==> src/rtl/rst_seq_clken_gen_pkg.sv <==
// +--- rst_seq_pkg : shared FSM state encoding and width helpers for rst_seq_clken_gen ---+
// +--- rev 1.0 --------------------------------------------------------------------------+
`default_nettype none

package rst_seq_pkg;

  typedef enum logic [1:0] {
    ST_HOLD    = 2'd0,
    ST_STAGGER = 2'd1,
    ST_RUN     = 2'd2,
    ST_TMO     = 2'd3
  } seq_state_t;

  // $clog2 collapses to 0 for tiny ranges; every counter keeps at least one bit.
  function automatic int unsigned clamp_w(input int unsigned n);
    return (n < 2) ? 1 : $clog2(n);
  endfunction

  function automatic int unsigned cnt_width(input int unsigned a, input int unsigned b);
    return clamp_w((a > b) ? a : b);
  endfunction

  function automatic int unsigned wd_width(input int unsigned timeout);
    return clamp_w(timeout + 1);
  endfunction

endpackage

`default_nettype wire

==> src/rtl/rst_seq_clken_gen_clken_div.sv <==
// +--- clken_div : per-channel divide-ratio latch and wrapping clock-enable counter ---+
// +--- rev 1.0 -----------------------------------------------------------------------+
`default_nettype none

module clken_div
  import rst_seq_pkg::*;
#(
  parameter int DIV_W = 16
) (
  input  logic             clk_i,
  input  logic             rst_i,
  input  logic             run_i,
  input  logic [DIV_W-1:0] div_i,
  output logic             clken_o
);

  logic [DIV_W-1:0] r_term;
  logic [DIV_W-1:0] r_cnt;

  // While held, the ratio tracks div_i, so the value captured is the one present
  // on the release edge; a ratio of 0 clamps to 1 (terminal count 0).
  always_ff @(posedge clk_i or posedge rst_i) begin
    if (rst_i) begin
      r_term <= '0;
      r_cnt  <= '0;
    end else if (!run_i) begin
      r_cnt  <= '0;
      r_term <= (div_i == '0) ? '0 : div_i - 1'b1;
    end else begin
      r_cnt  <= (r_cnt == r_term) ? '0 : r_cnt + 1'b1;
    end
  end

  assign clken_o = run_i && (r_cnt == r_term);

endmodule

`default_nettype wire

==> src/rtl/rst_seq_clken_gen.sv <==
// +--- rst_seq_clken_gen : staggered reset release, kickable watchdog, per-channel clock-enables ---+
// +--- rev 1.0 ------------------------------------------------------------------------------------+
`default_nettype none

module rst_seq_clken_gen
  import rst_seq_pkg::*;
#(
  parameter int NUM_CH       = 2,
  parameter int DIV_W        = 16,
  parameter int RST_CYCLES   = 35,
  parameter int RST_STAGGER  = 8,
  parameter int TIMEOUT      = 1000000,
  parameter int AUTO_RESTART = 1
) (
  input  logic                    clk_i,
  input  logic                    rst_i,
  input  logic [NUM_CH*DIV_W-1:0] div_i,
  input  logic                    kick_i,
  output logic [NUM_CH-1:0]       rst_o,
  output logic [NUM_CH-1:0]       rst_n_o,
  output logic [NUM_CH-1:0]       clken_o,
  output logic                    all_rdy_o,
  output logic                    timeout_o
);

  localparam int CNT_W = cnt_width(RST_CYCLES, RST_STAGGER);
  localparam int WD_W  = wd_width(TIMEOUT);
  localparam int CH_W  = clamp_w(NUM_CH);

  localparam logic [CNT_W-1:0] HOLD_LAST  = CNT_W'(RST_CYCLES - 1);
  localparam logic [CNT_W-1:0] STAG_LAST  = CNT_W'(RST_STAGGER - 1);
  localparam logic [WD_W-1:0]  WD_LAST    = WD_W'((TIMEOUT > 0) ? TIMEOUT - 1 : 0);
  localparam logic [CH_W-1:0]  LAST_CH    = CH_W'(NUM_CH - 1);
  localparam bit               WD_EN      = (TIMEOUT != 0);
  localparam bit               RESTART_EN = (AUTO_RESTART != 0);

  seq_state_t        r_state;
  logic [CNT_W-1:0]  r_cnt;
  logic [CH_W-1:0]   r_next_ch;
  logic [WD_W-1:0]   r_wd;
  logic [NUM_CH-1:0] r_rst;
  logic [NUM_CH-1:0] r_rst_n;
  logic              r_all_rdy;
  logic              r_timeout;

  // rst and rst_n are written side by side so they can never skew.
  always_ff @(posedge clk_i or posedge rst_i) begin
    if (rst_i) begin
      r_state   <= ST_HOLD;
      r_cnt     <= '0;
      r_next_ch <= '0;
      r_wd      <= '0;
      r_rst     <= '1;
      r_rst_n   <= '0;
      r_all_rdy <= 1'b0;
      r_timeout <= 1'b0;
    end else begin
      case (r_state)
        ST_HOLD: begin
          if (r_cnt == HOLD_LAST) begin
            r_cnt      <= '0;
            r_rst[0]   <= 1'b0;
            r_rst_n[0] <= 1'b1;
            if (NUM_CH == 1) begin
              r_state   <= ST_RUN;
              r_all_rdy <= 1'b1;
              r_wd      <= '0;
            end else begin
              r_state   <= ST_STAGGER;
              r_next_ch <= CH_W'(1);
            end
          end else begin
            r_cnt <= r_cnt + 1'b1;
          end
        end

        ST_STAGGER: begin
          if (r_cnt == STAG_LAST) begin
            r_cnt              <= '0;
            r_rst[r_next_ch]   <= 1'b0;
            r_rst_n[r_next_ch] <= 1'b1;
            if (r_next_ch == LAST_CH) begin
              r_state   <= ST_RUN;
              r_all_rdy <= 1'b1;
              r_wd      <= '0;
            end else begin
              r_next_ch <= r_next_ch + 1'b1;
            end
          end else begin
            r_cnt <= r_cnt + 1'b1;
          end
        end

        ST_RUN: begin
          // A kick on the terminal-count cycle takes priority over expiry.
          if (kick_i) begin
            r_wd <= '0;
          end else if (WD_EN && (r_wd == WD_LAST)) begin
            r_state   <= ST_TMO;
            r_timeout <= 1'b1;
            r_rst     <= '1;
            r_rst_n   <= '0;
            r_all_rdy <= 1'b0;
            r_wd      <= '0;
          end else if (WD_EN) begin
            r_wd <= r_wd + 1'b1;
          end
        end

        ST_TMO: begin
          if (RESTART_EN) begin
            r_state   <= ST_HOLD;
            r_cnt     <= '0;
            r_next_ch <= '0;
            r_wd      <= '0;
          end
        end

        default: begin
          r_state <= ST_HOLD;
        end
      endcase
    end
  end

  assign rst_o     = r_rst;
  assign rst_n_o   = r_rst_n;
  assign all_rdy_o = r_all_rdy;
  assign timeout_o = r_timeout;

  for (genvar k = 0; k < NUM_CH; k++) begin : g_ch
    clken_div #(
      .DIV_W(DIV_W)
    ) u_div (
      .clk_i  (clk_i),
      .rst_i  (rst_i),
      .run_i  (r_rst_n[k]),
      .div_i  (div_i[k*DIV_W +: DIV_W]),
      .clken_o(clken_o[k])
    );
  end

endmodule

`default_nettype wire

==> config.mk <==
export PLATFORM = sky130hd
export DESIGN_NAME = rst_seq_clken_gen
export DESIGN_NICKNAME = d
export VERILOG_FILES = /design/src/rtl/rst_seq_clken_gen_pkg.sv /design/src/rtl/rst_seq_clken_gen_clken_div.sv /design/src/rtl/rst_seq_clken_gen.sv
export SDC_FILE = /design/constraint.sdc
export NUM_CORES = 1
export LEC_CHECK = 0
export ABC_AREA = 1
export CAP_MARGIN = 20
export CORE_UTILIZATION = 60
export DETAILED_ROUTE_END_ITERATION = 7
export GPL_TIMING_DRIVEN = 1
export PLACE_DENSITY_LB_ADDON = 0.2
export SETUP_SLACK_MARGIN = 0.15
export SYNTH_ARGS = -nofsm -noshare
export SYNTH_HDL_FRONTEND = slang
export SYNTH_SLANG_ARGS = --single-unit
==> constraint.sdc <==
create_clock -name clk_i -period 3.25 [get_ports clk_i]
set_input_delay 0.325 -clock clk_i [delete_from_list [all_inputs] [get_ports clk_i]]
set_output_delay 0.325 -clock clk_i [all_outputs]
set_load 0.03 [all_outputs]
==> Word-level counts from Yosys, hierarchy flattened <==
Cells that the tools add are included.
{ "totals": {"reg_bits": 99, "input_bits": 35, "output_inout_bits": 8, "word_cells": 97} }
{ "op_classes": {"add_sub_neg": 7, "n_lt_le_gt_ge": 2, "eq_ne": 13, "n_mux": 40, "n_bitwise": 4, "reduce_logical": 17} }
{ "ops": {"columns": ["cell", "count"], "rows": [
  ["2-to-1 mux 16 bit", 6],
  ["2-to-1 mux 20 bit", 4],
  ["case mux 20 bit (3 select lines)", 1],
  ["adder 16 x 1 -> 16 bit, second input constant", 2],
  ["== test 16 bit", 2],
  ["zero test 16 bit", 2],
  ["subtractor 16 x 1 -> 16 bit, second input constant", 2],
  ["adder 20 x 1 -> 20 bit, second input constant", 1],
  ["== test 20 bit, second input constant", 1],
  ["2-to-1 mux 2 bit", 9],
  ["case mux 6 bit (3 select lines)", 1],
  ["AND reduction 5 bit", 3],
  ["2-to-1 mux 6 bit", 2],
  ["inequality test 2 bit, second input constant", 5],
  ["2-to-1 mux 1 bit", 9],
  ["case mux 1 bit (3 select lines)", 3],
  ["AND reduction 3 bit", 3],
  ["nonzero test 3 bit", 3],
  ["case mux 2 bit (4 select lines)", 1],
  ["adder 6 x 1 -> 6 bit, second input constant", 1],
  ["== test 6 x 3 -> 1 bit, second input constant", 1],
  ["== test 6 bit, second input constant", 1],
  ["case mux 1 bit (2 select lines)", 3],
  ["== test 2 bit, second input constant", 2],
  ["13 further kinds", 15]
]} }

==> Logic depth before layout (Yosys ltp) <==
Gate-level depths: netlist of run 1.
{ "depth": {"depth_word": 8, "mapped_depth": 10, "ltp_nobuf": 10} }

==> Hierarchy <==
A second synthesis of run 1 with hierarchy kept.
{ "hier_totals": {"cells_unflattened": 936, "area_unflattened_um2": 6471.2} }
{ "by_module_without_submodules": {"columns": ["mod", "instances", "cells_per_inst", "area_each_um2", "seq_area_each_um2"], "rows": [
  ["rst_seq_clken_gen", 1, 319, 2301.0, 878.3],
  ["clken_div (g_ch[1].u_div)", 1, 309, 2095.8, 800.8],
  ["clken_div (g_ch[0].u_div)", 1, 308, 2074.5, 800.8]
]} }

==> Worst setup path after synthesis of run 1 <==
No wires, ideal clock.
{ "synth_timing": {"kind": "register to register", "start": "register r_state[1]", "end": "register r_wd[19]", "setup_ns": 0.118, "arrival_ns": 1.497, "t_required_ns": 3.132, "path_slack_ns": 1.635, "stages_incl_launch_ff": 11, "n_path_buf": 2, "synth_period_minus_slack_ns": 1.615, "cell_sequence": "dfrtp_1 -> inv_1 -> ha_1 -> buf_2 -> a21oi_1 -> nand2_4 -> clkinv_2 -> buf_6 -> nand4_1 -> nand2_1 -> nor2_1"} }
{ "synth_between": {"elab_chain_cells": 3, "word_cells_on_any_way": 8, "cone_classes": "eq/ne: 5; mux: 1; reduce/logical: 2"} }
{ "synth_rtl": {"columns": ["item", "line_no", "text"], "rows": [
  ["from (decl)", "rst_seq_clken_gen.sv:37", "seq_state_t r_state;"],
  ["from (signal assigned)", "rst_seq_clken_gen.sv:49", "r_state <= ST_HOLD;"],
  ["from (signal assigned)", "rst_seq_clken_gen.sv:65", "r_state <= ST_RUN;"],
  ["from (signal assigned)", "rst_seq_clken_gen.sv:69", "r_state <= ST_STAGGER;"],
  ["== test 2 x 1 -> 1 bit / == test 2 bit (equally long branches)", "rst_seq_clken_gen.sv:58", "case (r_state)"],
  ["inequality test 2 bit (no source line) / nonzero test 3 bit (equally long branches)", null, null],
  ["AND reduction 3 bit (no source line)", null, null],
  ["to (signal assigned)", "rst_seq_clken_gen.sv:106", "r_wd <= r_wd + 1'b1;"],
  ["to (decl)", "rst_seq_clken_gen.sv:40", "logic [WD_W-1:0] r_wd;"]
]} }
Parallel ways exist; a longest one is shown, timed or not.
A chain may end at the register's enable or synchronous reset.

==> Worst setup path in the final report of run 1 <==
{ "layout_timing": {"start": "register g_ch[0].u_div.r_cnt[6]", "end": "output clken_o[0]"} }
{ "layout_between": {"elab_chain_cells": 2} }
{ "layout_rtl": {"columns": ["item", "line_no", "text"], "rows": [
  ["from (decl)", "rst_seq_clken_gen_clken_div.sv:18", "logic [DIV_W-1:0] r_cnt;"],
  ["from (signal assigned)", "rst_seq_clken_gen_clken_div.sv:30", "r_cnt <= (r_cnt == r_term) ? '0 : r_cnt + 1'b1;"],
  ["== test 16 bit", "rst_seq_clken_gen_clken_div.sv:34", "assign clken_o = run_i && (r_cnt == r_term);"],
  ["logical AND 1 bit", "rst_seq_clken_gen_clken_div.sv:34", null],
  ["to (decl)", "rst_seq_clken_gen.sv:21", "output logic [NUM_CH-1:0] clken_o,"]
]} }
Every way passes these cells.

==> impl_metrics.csv, run 1 <==
group,metric,value,unit
status,status,"finished clean",
timing,fin_setup_tns,0,ns
timing,clock_skew,0.0138,ns
placement,port_buffers,42,
synth,yosysSeqAreaShare,39.8,%
setup_path,slowest_delay,0.70,ns
synth,ys_warn_count,0,
synth,synthMuxAreaShare,0,%
route,drtAntennaViolNets,0,
grt,antenna_found_initial,0,
power,finalPower,2390,uW
route,vias,5486,
timing,finalCriticalPeriod,2.64,ns
cells_and_area,drive_above_1_share,6.47,%
floorplan,row_count,36,
cts,numCtsBuffers,9,
setup_path,crit_fanout,7,
cells_and_area,multi_input_area,3290,um2
cts,h-tree-depth,3,
grt,grt_pass1_wl,22.9,mm
cells_and_area,final_nets,924,
synth,ys_ff_latch,99,
timing,rsz0062_at_grt,"false",
setup_path,crit_top_cell,"nor2_1",
route,drc,0,
cts,cts_resized,0,
placement,dpl.hpwl,10.0,mm
route,firstDrtPassIters,5,
setup_path,crit_chain,"xor2_1 -> nor2_1 -> nand2_1 -> nor2_1 -> nand2_2 -> nor2_1 -> clkdlybuf4s50_1",
synth,ys_types,40,
cts,cts.sinks,99,
flow_run,maxCapViolCount,0,
setup_path,startpoint_type,"flip-flop",
synth,synth_top_family_by_area,"simple AND/OR/NAND/NOR gates",
synth,synthAdderAreaFrac,2.61,%
setup_path,critPathTopFamily,"buffers and inverters",
setup_path,cp-end-kind,"primary output",
route,post_drt_wl_per_cell,13.2,um
setup_path,arrival,2.32,ns
cells_and_area,final_common_cell,"nand2_1",
power,max-vdd-ir-drop,0.000475,V
timing,fmax,378,MHz
route,dr.first_iter.drc_count,301,
floorplan,io_pins,43,
cells_and_area,utilization,70.2,%
cts,clkLatencyLatePin,0.38,ns
route,via_per_inst,5.41,
floorplan,start_util,62.8,%
synth,synth_compound_area_share,5.39,%
placement,placed_area,6730,um2
grt,grt_pass1_vias,5258,
timing,finalHoldViolCount,0,
synth,synth.avg_cell_area,7.42,um2
cells_and_area,synthToLayoutAreaGrowth,11.8,%
hold_path,hold_path_class,"input pin to async pin",
timing,setup_viol,0,
synth,synthSimpleGateAreaFrac,34.2,%
floorplan,die_x,104,um
setup_path,slowest_stage,"clkdlybuf4s50_1",
floorplan,dieArea,10800,um2
timing,min_period_over_period,81.4,%
setup_path,worst-setup-path-type,"flip-flop to primary output",
cts,cts.hold.buffers_added,0,
floorplan,fp.coreArea,9910,um2
cts,path_clk_slew,0.10,ns
route,wl,13.4,mm
power,p_per_area,343,nW/um2
synth,syn_nets,887,
power,total_leakage_power,0.00337,uW
setup_path,path_buf_inv,1,
cells_and_area,nFillCells,839,
cts,cts_buffer_depth,2,
synth,syn_area,6220,um2
cells_and_area,antenna_cells,0,
synth,synthCells,839,
timing,maxSlewViolCount,0,
grt,grt.overflow.total,0,
synth,yosys.area_share.xor_xnor,10.6,%
floorplan,die_h,104,um
cts,clock-root-buffer,"clkbuf_8",
cells_and_area,layout.area.seq,2480,um2
timing,relSlewSlack,51.1,%
setup_path,required,2.92,ns
cells_and_area,fin_area,6960,um2
grt,grt_max_degree,59,
timing,tightest_slew,0.734,ns
placement,gp_congestion,0.904,
cells_and_area,layout_common_cells,"204 x nand2_1, 146 x nor2_1, 97 x dfrtp_1, 85 x inv_1, 66 x xor2_1",
cts,cts_tree,"built",
grt,track_usage,25.8,%
cts,post_cts_buffers,0,
[power breakdown]
part / leakage (uW) / switching (uW) / total (uW) / internal [uW]
sequential: 0.00125 / 23.9 / 1290 / 1260
clock: 0.000116 / 458 / 905 / 447
combinational: 0.00201 / 111 / 200 / 89.2
total: 0.00337 / 593 / 2390 / 1800
[routing by layer]
metal,global-route usage [%],vias to the layer above,part of all wire (%)
li1,-,2733,-
met1,30.9,2581,42
met2,46.6,149,51
met3,5.35,23,5.0
met4,7.45,0,1.3
met5,0,-,0
[through the flow]
step | worst slack, ns | hold WS (ns) | instances
global route | 0.472 | 0.494 | 1014
global placement | 1.04 | 0.457 | 998
finish | 0.605 | 0.422 | 1014
detailed placement | 0.887 | 0.455 | 998
floorplan | 0.338 | 0.433 | 839
CTS | 0.624 | 0.445 | 1014
[cell type report]
class,instances,area share [%]
sequential,99,35.6
clock inverter,7,1.53
inverter,90,4.91
tap,133,2.39
clock buffer,9,1.78
multi-input combinational,631,47.2
timing repair buffer,45,6.54
[cells in the mapped netlist (all sizes together)]
| cell type | number | area share [%] |
|---|---|---|
| o21ai | 39 | 3.2 |
| xor2 | 66 | 9.3 |
| inv | 88 | 5.3 |
| and3 | 3 | 0.30 |
| a21o | 1 | 0.12 |
| nor2 | 154 | 10 |
| nand4 | 27 | 2.7 |
| xnor2 | 9 | 1.3 |
| buf | 14 | 1.6 |
| a21oi | 11 | 0.94 |
| ha | 13 | 2.6 |
| clkinv | 2 | 0.14 |
| clkbuf | 5 | 0.30 |
| nand3b | 2 | 0.24 |
| or2 | 3 | 0.30 |
| a31o | 1 | 0.14 |
| a2bb2oi | 1 | 0.14 |
| nand2 | 215 | 14 |
| o21bai | 4 | 0.54 |
| dfstp | 2 | 0.84 |
| nand3 | 64 | 5.4 |
| nor3 | 15 | 1.5 |
| o22ai | 3 | 0.30 |
| dfrtp | 97 | 39 |
[worst paths after layout]
path / to / cells after the start / startpoint / slack, ns
setup / recovery: clken_o[0] / 7 / g_ch[0].u_div.r_cnt[6] / 0.61
hold / removal: r_wd[5] / 2 / rst_i / 0.42
setup reg to reg: r_wd[12] / 8 / r_state[1] / 1.12
hold reg to reg: timeout_o / 1 / timeout_o / 0.47
max in group asynchronous: g_ch[0].u_div.r_cnt[15] / 3 / rst_i / 2.16
min in group clk_i: timeout_o / 1 / timeout_o / 0.47
[flip-flops by register name (all words and copies together) (netlist names), 2 cells and up]
name	count
g_ch.u_div.r_cnt	32
rst_o	2
g_ch.u_div.r_term	32
r_wd	20
r_cnt	6
rst_n_o	2
r_state	2
[kinds of logic after synthesis]
group	Yosys count
XOR/XNOR	75
adder cells (fa/ha/maj)	13
buffers and inverters	109
flip-flops	99
AO/OA/AOI/OAI	60
AND/OR/NAND/NOR	483
No activity file was read; power rests on OpenSTA's default activity.
==> run 2, diff against run 1 <==
Clock period 3.25 ns to 2.49 ns, I/O delays scaled along.
==> impl_metrics.csv, run 2 (synthesis results as in run 1) <==
group,metric,value,unit
floorplan,io_pins,43,
cells_and_area,layout.area.seq,2480,um2
route,route.met3.wl,429,um
route,post_drt_wl_per_cell,12.9,um
cells_and_area,layout_common_cells,"204 x nand2_1, 146 x nor2_1, 97 x dfrtp_1, 85 x inv_1, 66 x xor2_1",
grt,grt.overflow.total,0,
power,p_clk_share,33.7,%
setup_path,arrival,1.95,ns
grt,track_usage,25.9,%
route,dr.first_iter.drc_count,254,
setup_path,critPathTopFamily,"simple AND/OR/NAND/NOR gates",
grt,grt_pass1_wl,22.9,mm
power,swShare,26.7,%
setup_path,reg2reg_to,"r_wd[12]",
cts,post_cts_buffers,0,
grt,antenna_found_initial,0,
setup_path,startpoint_type,"flip-flop",
timing,relSlewSlack,66.9,%
cts,numCtsBuffers,9,
floorplan,die_h,104,um
grt,grt_max_degree,80,
cts,cts_tree,"built",
cells_and_area,multi_input_area,3290,um2
setup_path,required,2.24,ns
route,wl_met1,6.00,mm
cts,clock-root-buffer,"clkbuf_8",
setup_path,crit_chain,"xor2_1 -> nor2_1 -> nand2_1 -> nor2_1 -> nand2_2 -> nor2_1 -> dlygate4sd2_1",
floorplan,fp.coreArea,9910,um2
power,max-vdd-ir-drop,0.000267,V
timing,rsz0062_at_grt,"false",
cts,cts_buffer_depth,2,
cells_and_area,antenna_cells,0,
setup_path,slowest_delay,0.46,ns
placement,dpl.hpwl,10.1,mm
setup_path,worst-setup-path-type,"flip-flop to primary output",
power,p_switching,782,uW
setup_path,worstRegToRegCells,8,
flow_run,maxCapViolCount,0,
setup_path,crit_fanout,6,
cells_and_area,final_nets,929,
cts,clkLatencyLatePin,0.37,ns
timing,fmax,454,MHz
cts,cts.sinks,99,
cells_and_area,final_common_cell,"nand2_1",
power,finalPower,2930,uW
setup_path,path_buf_inv,1,
grt,grt_pass1_vias,5184,
placement,gp_congestion,0.945,
cells_and_area,synthToLayoutAreaGrowth,11.6,%
setup_path,cp-end-kind,"primary output",
floorplan,row_count,36,
cells_and_area,largestRegisters,"g_ch.u_div.r_cnt (32), g_ch.u_div.r_term (32), r_wd (20)",
timing,setup_viol,0,
power,p_per_area,421,nW/um2
route,via_per_inst,5.28,
route,wl,13.1,mm
floorplan,start_util,62.8,%
timing,maxSlewViolCount,0,
timing,tightest_slew,0.495,ns
timing,finalHoldViolCount,0,
cells_and_area,nFillCells,845,
status,status,"finished clean",
floorplan,die_x,104,um
setup_path,slowest_stage,"dfrtp_1",
route,wl_met2,6.47,mm
route,highest_layer,"met4",
setup_path,r2r_start,"r_state[1]",
setup_path,rrSetupSlack,0.36,ns
placement,port_buffers,42,
route,drtAntennaViolNets,0,
power,comb_power_share,8.9,%
route,drc,0,
cells_and_area,drive_above_1_share,7.11,%
timing,fin_setup_tns,0,ns
cts,path_clk_slew,0.11,ns
power,total_leakage_power,0.00337,uW
timing,min_period_over_period,88.4,%
power,seqPwrFrac,57.4,%
timing,finalCriticalPeriod,2.20,ns
power,intPower,2140,uW
floorplan,dieArea,10800,um2
route,firstDrtPassIters,7,
timing,clock_skew,0.0120,ns
route,vias,5379,
setup_path,crit_top_cell,"nor2_1",
hold_path,hold_path_class,"input pin to async pin",
timing,holdWs,0.237,ns
cts,h-tree-depth,3,
run 2: changes by cell type in the layout (fill, tap and decap cells not counted), sizes merged:
| cell | change |
|---|---|
| clkinvlp | +3 |
| buf | +5 |
| dlygate4sd2 | +1 |
| clkbuf | +1 |
| bufinv | -2 |
| inv | -1 |
| clkdlybuf4s50 | -2 |
run 2: worst max path at each step:
| stage | from | end | cells past startpoint | slack [ns] |
|---|---|---|---|---|
| 2_1_floorplan | r_state[1] | r_wd[19] | 10 | 0.88 |
| 3_3_place_gp | r_state[1] | r_wd[19] | 8 | 0.47 |
| 3_5_place_dp | r_state[1] | r_wd[12] | 8 | 0.41 |
| 4_1_cts | g_ch[1].u_div.r_cnt[13] | clken_o[1] | 8 | 0.28 |
| 5_1_grt | g_ch[0].u_div.r_cnt[9] | clken_o[0] | 8 | 0.15 |
| 6_report | g_ch[0].u_div.r_cnt[5] | clken_o[0] | 7 | 0.29 |
run 2: worst register-to-register path: cells and delay by family, from the launching register on:
| family | cells | cell delay (ns) |
|---|---|---|
| AND/OR/NAND/NOR | 3 | 0.59 |
| buffers and inverters | 3 | 0.50 |
| flip-flops | 1 | 0.45 |
| adder cells (fa/ha/maj) | 1 | 0.36 |
| AO/OA/AOI/OAI | 1 | 0.17 |
run 2: cell type report:
class	instances	share of cell area [%]
inverters	90	4.94
repair buffers	50	7.01
clock buffers	9	1.78
multi-input cells	631	47.3
flip-flops and latches	99	35.7
clock inverters	7	0.883
well taps	133	2.40
run 2: power by group through the flow:
stage / combinational [uW] / sequential [uW] / clock, uW
4_1_cts: 265 / 1680 / 1000
6_report: 262 / 1680 / 986
3_3_place_gp: 254 / 1710 / 0
3_5_place_dp: 264 / 1710 / 0
2_1_floorplan: 153 / 1700 / 0
5_1_grt: 299 / 1680 / 1070
run 2: metrics by stage:
step | cell area (um2) | util (%) | setup WS [ns] | std cells
2_1_floorplan | 6230 | - | 0.875 | 839
3_3_place_gp | 6770 | 68.3 | 0.472 | 1003
3_5_place_dp | 6770 | 68.3 | 0.411 | 1003
4_1_cts | 6950 | 70.1 | 0.277 | 1019
5_1_grt | 6950 | 70.1 | 0.151 | 1019
6_report | 6950 | 70.1 | 0.288 | 1019
run 2: timing repair:
action                                  in CTS  in global routing
endpoints found under the setup margin       2                  1
endpoints found under the hold margin        0                  0
cloned                                       0                  0
hold buffers                                 0                  0
gates resized for setup                      2                  2
run 2: routing by layer:
| metal | up-vias | global-route usage, % |
|---|---|---|
| met5 | - | 0 |
| met4 | 0 | 9.80 |
| met3 | 19 | 3.02 |
| met2 | 96 | 44.3 |
| met1 | 2527 | 33.6 |
| li1 | 2737 | - |
==> run 3, diff against run 2 <==
Settings changed: PLACE_DENSITY_LB_ADDON 0.2 to 0.25.
==> impl_metrics.csv, run 3 (synthesis results as in run 1) <==
group,metric,value,unit
cts,h-tree-depth,3,
timing,rsz0062_at_grt,"false",
status,status,"finished clean",
cells_and_area,antenna_cells,0,
timing,tightest_slew,0.521,ns
setup_path,crit_fanout,8,
placement,dpl.hpwl,10.0,mm
route,drtAntennaViolNets,0,
floorplan,die_h,104,um
timing,setup_viol,0,
setup_path,startpoint_type,"flip-flop",
timing,fin_setup_tns,0,ns
grt,track_usage,25.6,%
setup_path,r2r_start,"r_state[1]",
flow_run,maxCapViolCount,0,
route,wl,13.2,mm
setup_path,cp-end-kind,"primary output",
setup_path,slowest_delay,0.46,ns
placement,gp_congestion,0.913,
setup_path,required,2.24,ns
hold_path,hold_path_class,"input pin to async pin",
route,via_per_inst,5.33,
setup_path,crit_top_cell,"nor2_1",
route,dr.first_iter.drc_count,310,
timing,maxSlewViolCount,0,
setup_path,startpoint,"g_ch[1].u_div.r_cnt[4]",
grt,grt_pass1_vias,5155,
cells_and_area,final_common_cell,"nand2_1",
setup_path,crit_chain,"xor2_1 -> nor2_1 -> nand2_1 -> nor2_1 -> nand2_2 -> nor2_1 -> clkdlybuf4s15_1",
route,wl_met2,6.48,mm
route,firstDrtPassIters,5,
floorplan,dieArea,10800,um2
timing,fmax,462,MHz
floorplan,start_util,62.8,%
placement,dp_slack,0.366,ns
cts,cts.sinks,99,
placement,port_buffers,42,
grt,grt_pass1_wl,22.7,mm
floorplan,row_count,36,
power,total_leakage_power,0.00337,uW
timing,clock_skew,0.0134,ns
cells_and_area,synthToLayoutAreaGrowth,11.8,%
setup_path,slowest_stage,"dfrtp_1",
setup_path,worst-setup-path-type,"flip-flop to primary output",
cells_and_area,final_nets,928,
timing,relSlewSlack,65.3,%
floorplan,io_pins,43,
floorplan,fp.coreArea,9910,um2
timing,finalCriticalPeriod,2.17,ns
cts,path_clk_slew,0.11,ns
cts,numCtsBuffers,9,
timing,min_period_over_period,87.0,%
power,p_per_area,433,nW/um2
cells_and_area,drive_above_1_share,7.01,%
cts,cts_tree,"built",
timing,finalWorstSetupSlack,0.324,ns
power,finalPower,3010,uW
route,route.met3.wl,485,um
route,highest_layer,"met4",
cts,post_cts_buffers,0,
cts,cts_buffer_depth,2,
timing,holdWs,0.372,ns
floorplan,die_x,104,um
route,wl_met1,5.95,mm
route,vias,5429,
timing,finalHoldViolCount,0,
grt,grt.overflow.total,0,
setup_path,arrival,1.92,ns
cts,clkLatencyLatePin,0.37,ns
route,drc,0,
cts,clock-root-buffer,"clkbuf_8",
cells_and_area,layout_common_cells,"204 x nand2_1, 146 x nor2_1, 97 x dfrtp_1, 85 x inv_1, 66 x xor2_1",
power,max-vdd-ir-drop,0.000265,V
grt,antenna_found_initial,0,
grt,grt_max_degree,100,
route,post_drt_wl_per_cell,12.9,um
cells_and_area,largestRegisters,"g_ch.u_div.r_cnt (32), g_ch.u_div.r_term (32), r_wd (20)",
[run 3: what timing repair did]
action	CTS	global route
resized for setup	2	3
setup endpoints to repair	2	2
endpoints found under the hold margin	0	0
hold buffers	0	0
cloned	0	0
[run 3: report_power, final]
part	leakage, uW	switching [uW]	internal, uW
clock network	0.000101	594	481
registers	0.00125	31.7	1650
logic	0.00203	144	117
[run 3: final timing paths]
| check | endpoint | slack, ns | cells past startpoint |
|---|---|---|---|
| max | clken_o[1] | 0.32 | 7 |
| min | timeout_o | 0.37 | 3 |
| max reg2reg | r_wd[19] | 0.42 | 8 |
| min reg2reg | rst_o[0] | 0.48 | 2 |
| max in group asynchronous | g_ch[1].u_div.r_term[1] | 1.72 | 3 |
| min in group clk_i | rst_o[0] | 0.48 | 2 |
[run 3: stage by stage]
stage | cells | instance area, um2 | util [%]
after floorplan | 839 | 6230 | -
after global placement | 1002 | 6760 | 68.2
after detailed placement | 1002 | 6760 | 68.2
after CTS | 1018 | 6960 | 70.3
after global routing | 1018 | 6960 | 70.2
final | 1018 | 6960 | 70.2
[run 3: cell type report]
| type | count | area (um2) |
|---|---|---|
| multi-input cells | 631 | 3290 |
| fillers | 838 | 2950 |
| flip-flops and latches | 99 | 2480 |
| repair buffers | 49 | 480 |
| inverters | 90 | 343 |
| well taps | 133 | 166 |
| clock buffers | 9 | 124 |
| clock inverters | 7 | 81.3 |
[run 3: critical path: cells and delay by family (launching register included)]
kind | cells | cell delay, ns
xor gates and xnor gates | 1 | 0.19
buffers and inverters | 1 | 0.37
and+or+nand+nor | 5 | 0.51
DFF | 1 | 0.46
[run 3: metal layers]
| metal | global-route usage [%] | vias up |
|---|---|---|
| li1 | - | 2734 |
| met4 | 7.76 | 0 |
| met3 | 3.96 | 25 |
| met5 | 0 | - |
| met1 | 33.6 | 2544 |
| met2 | 43.8 | 126 |
